**src/rtl/fourteen_to_one_serializer.sv**
```systemverilog
// rtl/fourteen_to_one_serializer.sv - FSM-based 14-to-1 parallel-to-serial transmitter
//
// Purpose:
//   Transmit end of the serial link that feeds the 1-to-14 deserializer.
//   A word is captured on a load strobe in IDLE. A one-cycle start strobe
//   follows, and then the word is shifted out MSB-first, one bit per clock.
//   The block then holds in DONE until the far end acknowledges.
//
// Optional feature macro: SERIALIZER_PARITY_EN
//   When defined, an even-parity bit (XOR of the captured word) is sent
//   after bit 0, so SHIFT lasts WIDTH+1 cycles. CNT_W must then satisfy
//   2**CNT_W >= WIDTH+2.
//
// Ports:
//   clock     in   system clock, rising edge
//   resetn    in   synchronous active-low reset
//   load      in   parallel-load request, honoured only in IDLE
//   data_in   in   [WIDTH] parallel word, captured when load is accepted
//   Ack       in   receiver acknowledge, honoured only in DONE
//   ss        out  start strobe, high for the single START cycle
//   data_out  out  serial data bit (0 outside SHIFT)
//   ready     out  high in IDLE
//   done      out  high in DONE
//   y_Q       out  [2] present state (IDLE=00 START=01 SHIFT=10 DONE=11)
//   Y_D       out  [2] next state, combinational (LED debug)

module fourteen_to_one_serializer #(
    parameter int WIDTH = 14,
    parameter int CNT_W = 4
) (
    input  logic             clock,
    input  logic             resetn,
    input  logic             load,
    input  logic [WIDTH-1:0] data_in,
    input  logic             Ack,
    output logic             ss,
    output logic             data_out,
    output logic             ready,
    output logic             done,
    output logic [1:0]       y_Q,
    output logic [1:0]       Y_D
);

    typedef enum logic [1:0] {
        ST_IDLE  = 2'b00,
        ST_START = 2'b01,
        ST_SHIFT = 2'b10,
        ST_DONE  = 2'b11
    } state_e;

`ifdef SERIALIZER_PARITY_EN
    localparam int SHIFT_LEN = WIDTH + 1;
`else
    localparam int SHIFT_LEN = WIDTH;
`endif

    // Counter value seen during the final SHIFT cycle.
    localparam logic [CNT_W-1:0] LAST_CNT = CNT_W'(SHIFT_LEN - 1);

    state_e           state_q, state_d;
    logic [WIDTH-1:0] shreg_q, shreg_d;
    logic [CNT_W-1:0] cnt_q,   cnt_d;

`ifdef SERIALIZER_PARITY_EN
    logic             parity_q, parity_d;
    // The parity bit goes out once all WIDTH data bits have been sent.
    localparam logic [CNT_W-1:0] PARITY_CNT = CNT_W'(WIDTH);
`endif

    // Next-state, shift register and counter update.
    always_comb begin
        state_d  = state_q;
        shreg_d  = shreg_q;
        cnt_d    = cnt_q;
`ifdef SERIALIZER_PARITY_EN
        parity_d = parity_q;
`endif
        case (state_q)
            ST_IDLE: begin
                if (load) begin
                    state_d  = ST_START;
                    shreg_d  = data_in;
                    cnt_d    = '0;
`ifdef SERIALIZER_PARITY_EN
                    parity_d = ^data_in;
`endif
                end
            end
            ST_START: begin
                state_d = ST_SHIFT;
            end
            ST_SHIFT: begin
                shreg_d = {shreg_q[WIDTH-2:0], 1'b0};
                cnt_d   = cnt_q + CNT_W'(1);
                if (cnt_q == LAST_CNT) begin
                    state_d = ST_DONE;
                end
            end
            ST_DONE: begin
                // Ack wins over a simultaneous load; that load is dropped.
                if (Ack) begin
                    state_d = ST_IDLE;
                end
            end
            default: begin
                state_d = ST_IDLE;
            end
        endcase
    end

    // Outputs decode only registered state, so they never glitch with inputs.
    always_comb begin
        ss       = 1'b0;
        data_out = 1'b0;
        ready    = 1'b0;
        done     = 1'b0;
        case (state_q)
            ST_IDLE:  ready = 1'b1;
            ST_START: ss    = 1'b1;
            ST_SHIFT: begin
`ifdef SERIALIZER_PARITY_EN
                if (cnt_q == PARITY_CNT) begin
                    data_out = parity_q;
                end else begin
                    data_out = shreg_q[WIDTH-1];
                end
`else
                data_out = shreg_q[WIDTH-1];
`endif
            end
            ST_DONE:  done  = 1'b1;
            default:  ready = 1'b0;
        endcase
    end

    assign y_Q = state_q;
    assign Y_D = state_d;

    always_ff @(posedge clock) begin
        if (!resetn) begin
            state_q  <= ST_IDLE;
            shreg_q  <= '0;
            cnt_q    <= '0;
`ifdef SERIALIZER_PARITY_EN
            parity_q <= 1'b0;
`endif
        end else begin
            state_q  <= state_d;
            shreg_q  <= shreg_d;
            cnt_q    <= cnt_d;
`ifdef SERIALIZER_PARITY_EN
            parity_q <= parity_d;
`endif
        end
    end

endmodule

```
**config.mk**
```make
export PLATFORM = sky130hd
export DESIGN_NAME = fourteen_to_one_serializer
export DESIGN_NICKNAME = d
export VERILOG_FILES = /design/src/rtl/fourteen_to_one_serializer.sv
export SDC_FILE = /design/constraint.sdc
export NUM_CORES = 1
export LEC_CHECK = 0
export ABC_AREA = 1
export CAP_MARGIN = 25
export CORE_UTILIZATION = 46
export DETAILED_ROUTE_END_ITERATION = 16
export PLACE_DENSITY = 0.77
export SKIP_LAST_GASP = 1
export SLEW_MARGIN = 20
export SYNTH_ARGS = -nofsm -noshare
export SYNTH_HDL_FRONTEND = slang
export SYNTH_SLANG_ARGS = --single-unit
```
**constraint.sdc**
```tcl
create_clock -name clock -period 1.6 [get_ports clock]
set_input_delay 0.32 -clock clock [delete_from_list [all_inputs] [get_ports clock]]
set_output_delay 0.32 -clock clock [all_outputs]
set_load 0.03 [all_outputs]
```
* Word level (Yosys, flattened, before mapping) *
Index checks and enable logic that the tools add are counted.
W data, S select, Z words.

storage, ports and cells
  flip-flop bits (word level) = 20
  word-level logic and storage cells = 24
  output and inout port bits = 8
  input bits = 18

cells by class
  $add $sub $neg = 1
  multiplexer cells = 12
  reductions and logical operators = 3
  equal/unequal tests = 5

operators with widths
  kind                   count
  $pmux W14 S2           1
  $mux W14               1
  $pmux W2 S4            1
  $pmux W4 S2            1
  $mux W2                3
  $add A4 B1 Y4 const B  1
  $eq A2 B2 Y1 const B   2
  $eq A4 B4 Y1 const B   1
  $mux W1                4
  $mux W4                1
  $eq A2 B1 Y1 const B   1
  $logic_not A2 Y1       1
  $ne A2 B2 Y1 const B   1
  $reduce_and A2 Y1      1
  $reduce_bool A2 Y1     1

* Depth between registers and ports, before layout *
  depth after elaboration = 3
  depth in mapped cells = 7
  mapped depth without buffers = 6

* Worst setup path after synthesis *
OpenSTA, ideal clock, no wires.

  path kind = register to output
  start = register state_q[1], in the netlist y_Q[1]
  end = output Y_D[0]
  setup slack = -0.154 ns
  data arrival time = 1.434 ns
  data required time = 1.280 ns
  path buffers = 0
  cell stages (with the launch flop) = 6
  cells stage by stage = dfxtp_1 nor2_1 nand2_1 nand2_1 inv_1 nand2_1

on the way
  cells in the longest elaborated chain, start to end = 2
  elaborated cells on any way between the ends = 5
  classes of those cells = 3 x eq/ne; 1 x mux; 1 x reduce/logical

ends and longest elaborated chain
  what                                  line  RTL
  start, declared                       60    state_e state_q, state_d;
  start signal, assigned                148   state_q <= state_d;
  $eq A2 B2 Y1 (tied with other cells)  78    case (state_q)
  $pmux W2 S4 (*)                       78
  end, declared                         41    output logic [1:0] Y_D

Mark *: on every way between the ends. The rest lies on a longest branch, timed or not.

* Worst setup path after layout *
Same ends and word-level chain as after synthesis.

==> run metrics <==
status finished clean; CTS Root Cell clkbuf_4; total die area 2290 µm²; Post-synth top flop dfxtp_1; Hold Path Cell Cnt 2; slew margin rel. 79.9%; Residual DRC 0; Place WS -0.452 ns; DP Wirelength 1610 µm; iteration count of the initial detailed-routing pass 4; most frequent cell after synthesis nand2_1; YS warnings 0; Vert. Die Dim 47.8 µm; Worst path slowest cell dfxtp_4; clock skew 0.00193 ns; CTS tree yes; Slew @ Worst Pin 0.302 ns; Post-Synth Adder-Cell Area 2.59%; first-pass GRT wire length 3280 µm; synth top area cells dfxtp_1 (41%), nand2_1 (19%), nor2_1 (11%); CTS buffer count 3; number of routed nets with antenna violations 0; Initial DRC Count 14; Compound-Gate Fraction of Synth Area 12.8%; H-Tree Depth 1; met2 WL post-DR 1130 µm; WL/cell 10.5 µm; Synth top area share 41.5%; critical path type reg2out; Die X 47.8 µm; Hold Path End shreg_q[0]; largest net degree at the start of global routing 18; Final setup viols 0; core area 1960 µm²; clock latency on the worst-skew pair 0.30 ns; Bufs on Longest Clock Path 2; # placed instances 207; vias per inst 4.82; Hold WC Path Type reg2reg; GPL Wtd Cong 0.817; total power 1.30 mW; initial antenna violation count 0; Final min period 1.59 ns; Max Cap Viol 0; reg-to-reg startpoint y_Q[1]; Post-Synth Simple-Gate Area 36.5%; fin cells 214; post-route setup TNS 0 ns; WL met3 57 µm; Buf+Inv Stages, Crit Path 3; Worst Slack Setup Final 0.0133 ns; vias in the first global route 805; crit path DAT 1.27 ns; GRT Overall Usage 20.7%; Worst setup SP type register; mapped cell area 966 µm²; DR top layer met4; Max stage delay on crit path 0.39 ns; Synth Net Count 169; Design Area, Final 1410 µm²; family with the most delay on the worst path flip-flops; Netlist cell types 19; clock tree sinks 20; Ports 26; layout cells sized above 1 19.3%; clock slew seen by the registers of the worst setup and hold paths 0.12 ns; WL met1 1040 µm; synth-to-layout area growth 46.1%; Synth async-reset ratio 0%; worst path cell trace inv_2 > buf_6 > nor2_4 > nand4_1 > nand2_1 > buf_6; Pleak 0.673 nW; PwrDens 922 nW/µm²; fmax 630 MHz; synthesized area per cell 6.48 µm²; critical path required time 1.28 ns; Vias 1031; Seq cells post-synth 20; Final Max Slew Viols 0; Initial Util 49.2%; main combinational cell family by area after synthesis simple AND/OR/NAND/NOR gates; Area after DPL 1300 µm²; sequential share of the synthesized area 41.5%; VDD IR-drop max 0.000683 V; cell mode on critical path buf_6; CTS Hold Bufs 0; Diodes inserted 0; Critical Path Fanout Max 4; Post-synth top cells nand2_1 (50), nor2_1 (29), dfxtp_1 (20); hold wc startpoint shreg_q[0]; mux cell area share after synthesis 0%; period utilization 99.2%; r2r worst-path depth 6; Final Hold Vio Count 0; XOR/XNOR Fraction of Synth Area 0%; Layout fillers 164; crit end category output pin; final WL 2260 µm; row cnt 16; RSZ-0062 raised after global routing yes; final net count 208; Mapped Cells 149; PortBufs 25; reg2reg end shreg_q[8]; cell taking the most area after synthesis dfxtp_1; Reg2Reg Setup Slack 0.24 ns; Post-synth EDFFs 0; GRT overflow 0
## where the power goes
| group | switching (mW) | internal, mW |
|---|---|---|
| Clock | 0.165 | 0.253 |
| Combinational | 0.168 | 0.145 |
| Sequential | 0.0277 | 0.542 |
| Total | 0.361 | 0.940 |
## placed cells by master (no fill, tap or decap), drive strengths merged
| cell type | instances |
|---|---|
| nand4 | 2 |
| nor3 | 1 |
| dlygate4sd2 | 1 |
| o21ai | 16 |
| ha | 2 |
| or2 | 1 |
| dfxtp | 20 |
| clkdlybuf4s50 | 17 |
| nor2 | 30 |
| buf | 19 |
| inv | 10 |
| bufinv | 1 |
| nand2 | 51 |
| nand3 | 3 |
| clkdlybuf4s15 | 1 |
| clkbuf | 4 |
| a21oi | 8 |
## sequential cells by signal, summed over array words and instances, names as in the netlist
name	flops
y_Q	2
cnt_q	4
shreg_q	14
## routing by layer
metal	track usage, %	vias to the layer above
met5	0	-
met2	34.6	15
li1	-	545
met3	4.53	4
met1	25.8	467
met4	8.33	0
## worst min-delay path: stages (launching register included)
cell     delay (ns)
dfxtp_1        0.33
nand2_1        0.06
a21oi_1        0.05
## per-stage QoR
step / hold WS (ns) / utilization, %
5_1_grt: 0.498 / 71.9
3_3_place_gp: 0.452 / 66.2
2_1_floorplan: 0.441 / -
4_1_cts: 0.481 / 70.7
3_5_place_dp: 0.463 / 66.2
6_report: 0.474 / 71.9
## how the worst max path moves through the flow
stage	slack (ns)	startpoint	end	cells after the start
after CTS	-0.22	Ack	Y_D[1]	5
final	0.01	y_Q[1]	Y_D[0]	6
after global routing	-0.06	y_Q[0]	Y_D[0]	7
after detailed placement	-0.45	Ack	Y_D[1]	5
after floorplan	-0.1	y_Q[1]	Y_D[0]	5
after global placement	-0.39	Ack	Y_D[1]	5
## final cells by class
class | count | area (µm²) | share of cell area [%]
multi-input combinational | 114 | 517 | 36.6
sequential | 20 | 408 | 28.9
timing repair buffer | 39 | 363 | 25.7
inverter | 10 | 37.5 | 2.66
tap | 27 | 33.8 | 2.39
clock inverter | 1 | 30.0 | 2.13
clock buffer | 3 | 22.5 | 1.60
## cells by family (layout without fill, tap and decap cells)
group	count (synthesis)	count (layout)
adder cells (fa/ha/maj)	2	2
AND/OR/NAND/NOR	88	88
flip-flops	20	20
buffers and inverters	15	53
AO/OA/AOI/OAI	24	24
## repair_timing
action,4_1_cts,5_1_grt
setup endpoints to repair,5,3
hold endpoints to repair,0,0
cloned,0,0
buffers inserted,3,1
pin swaps,2,1
gates resized for setup,12,9
No activity file was read; power rests on OpenSTA's default activity.
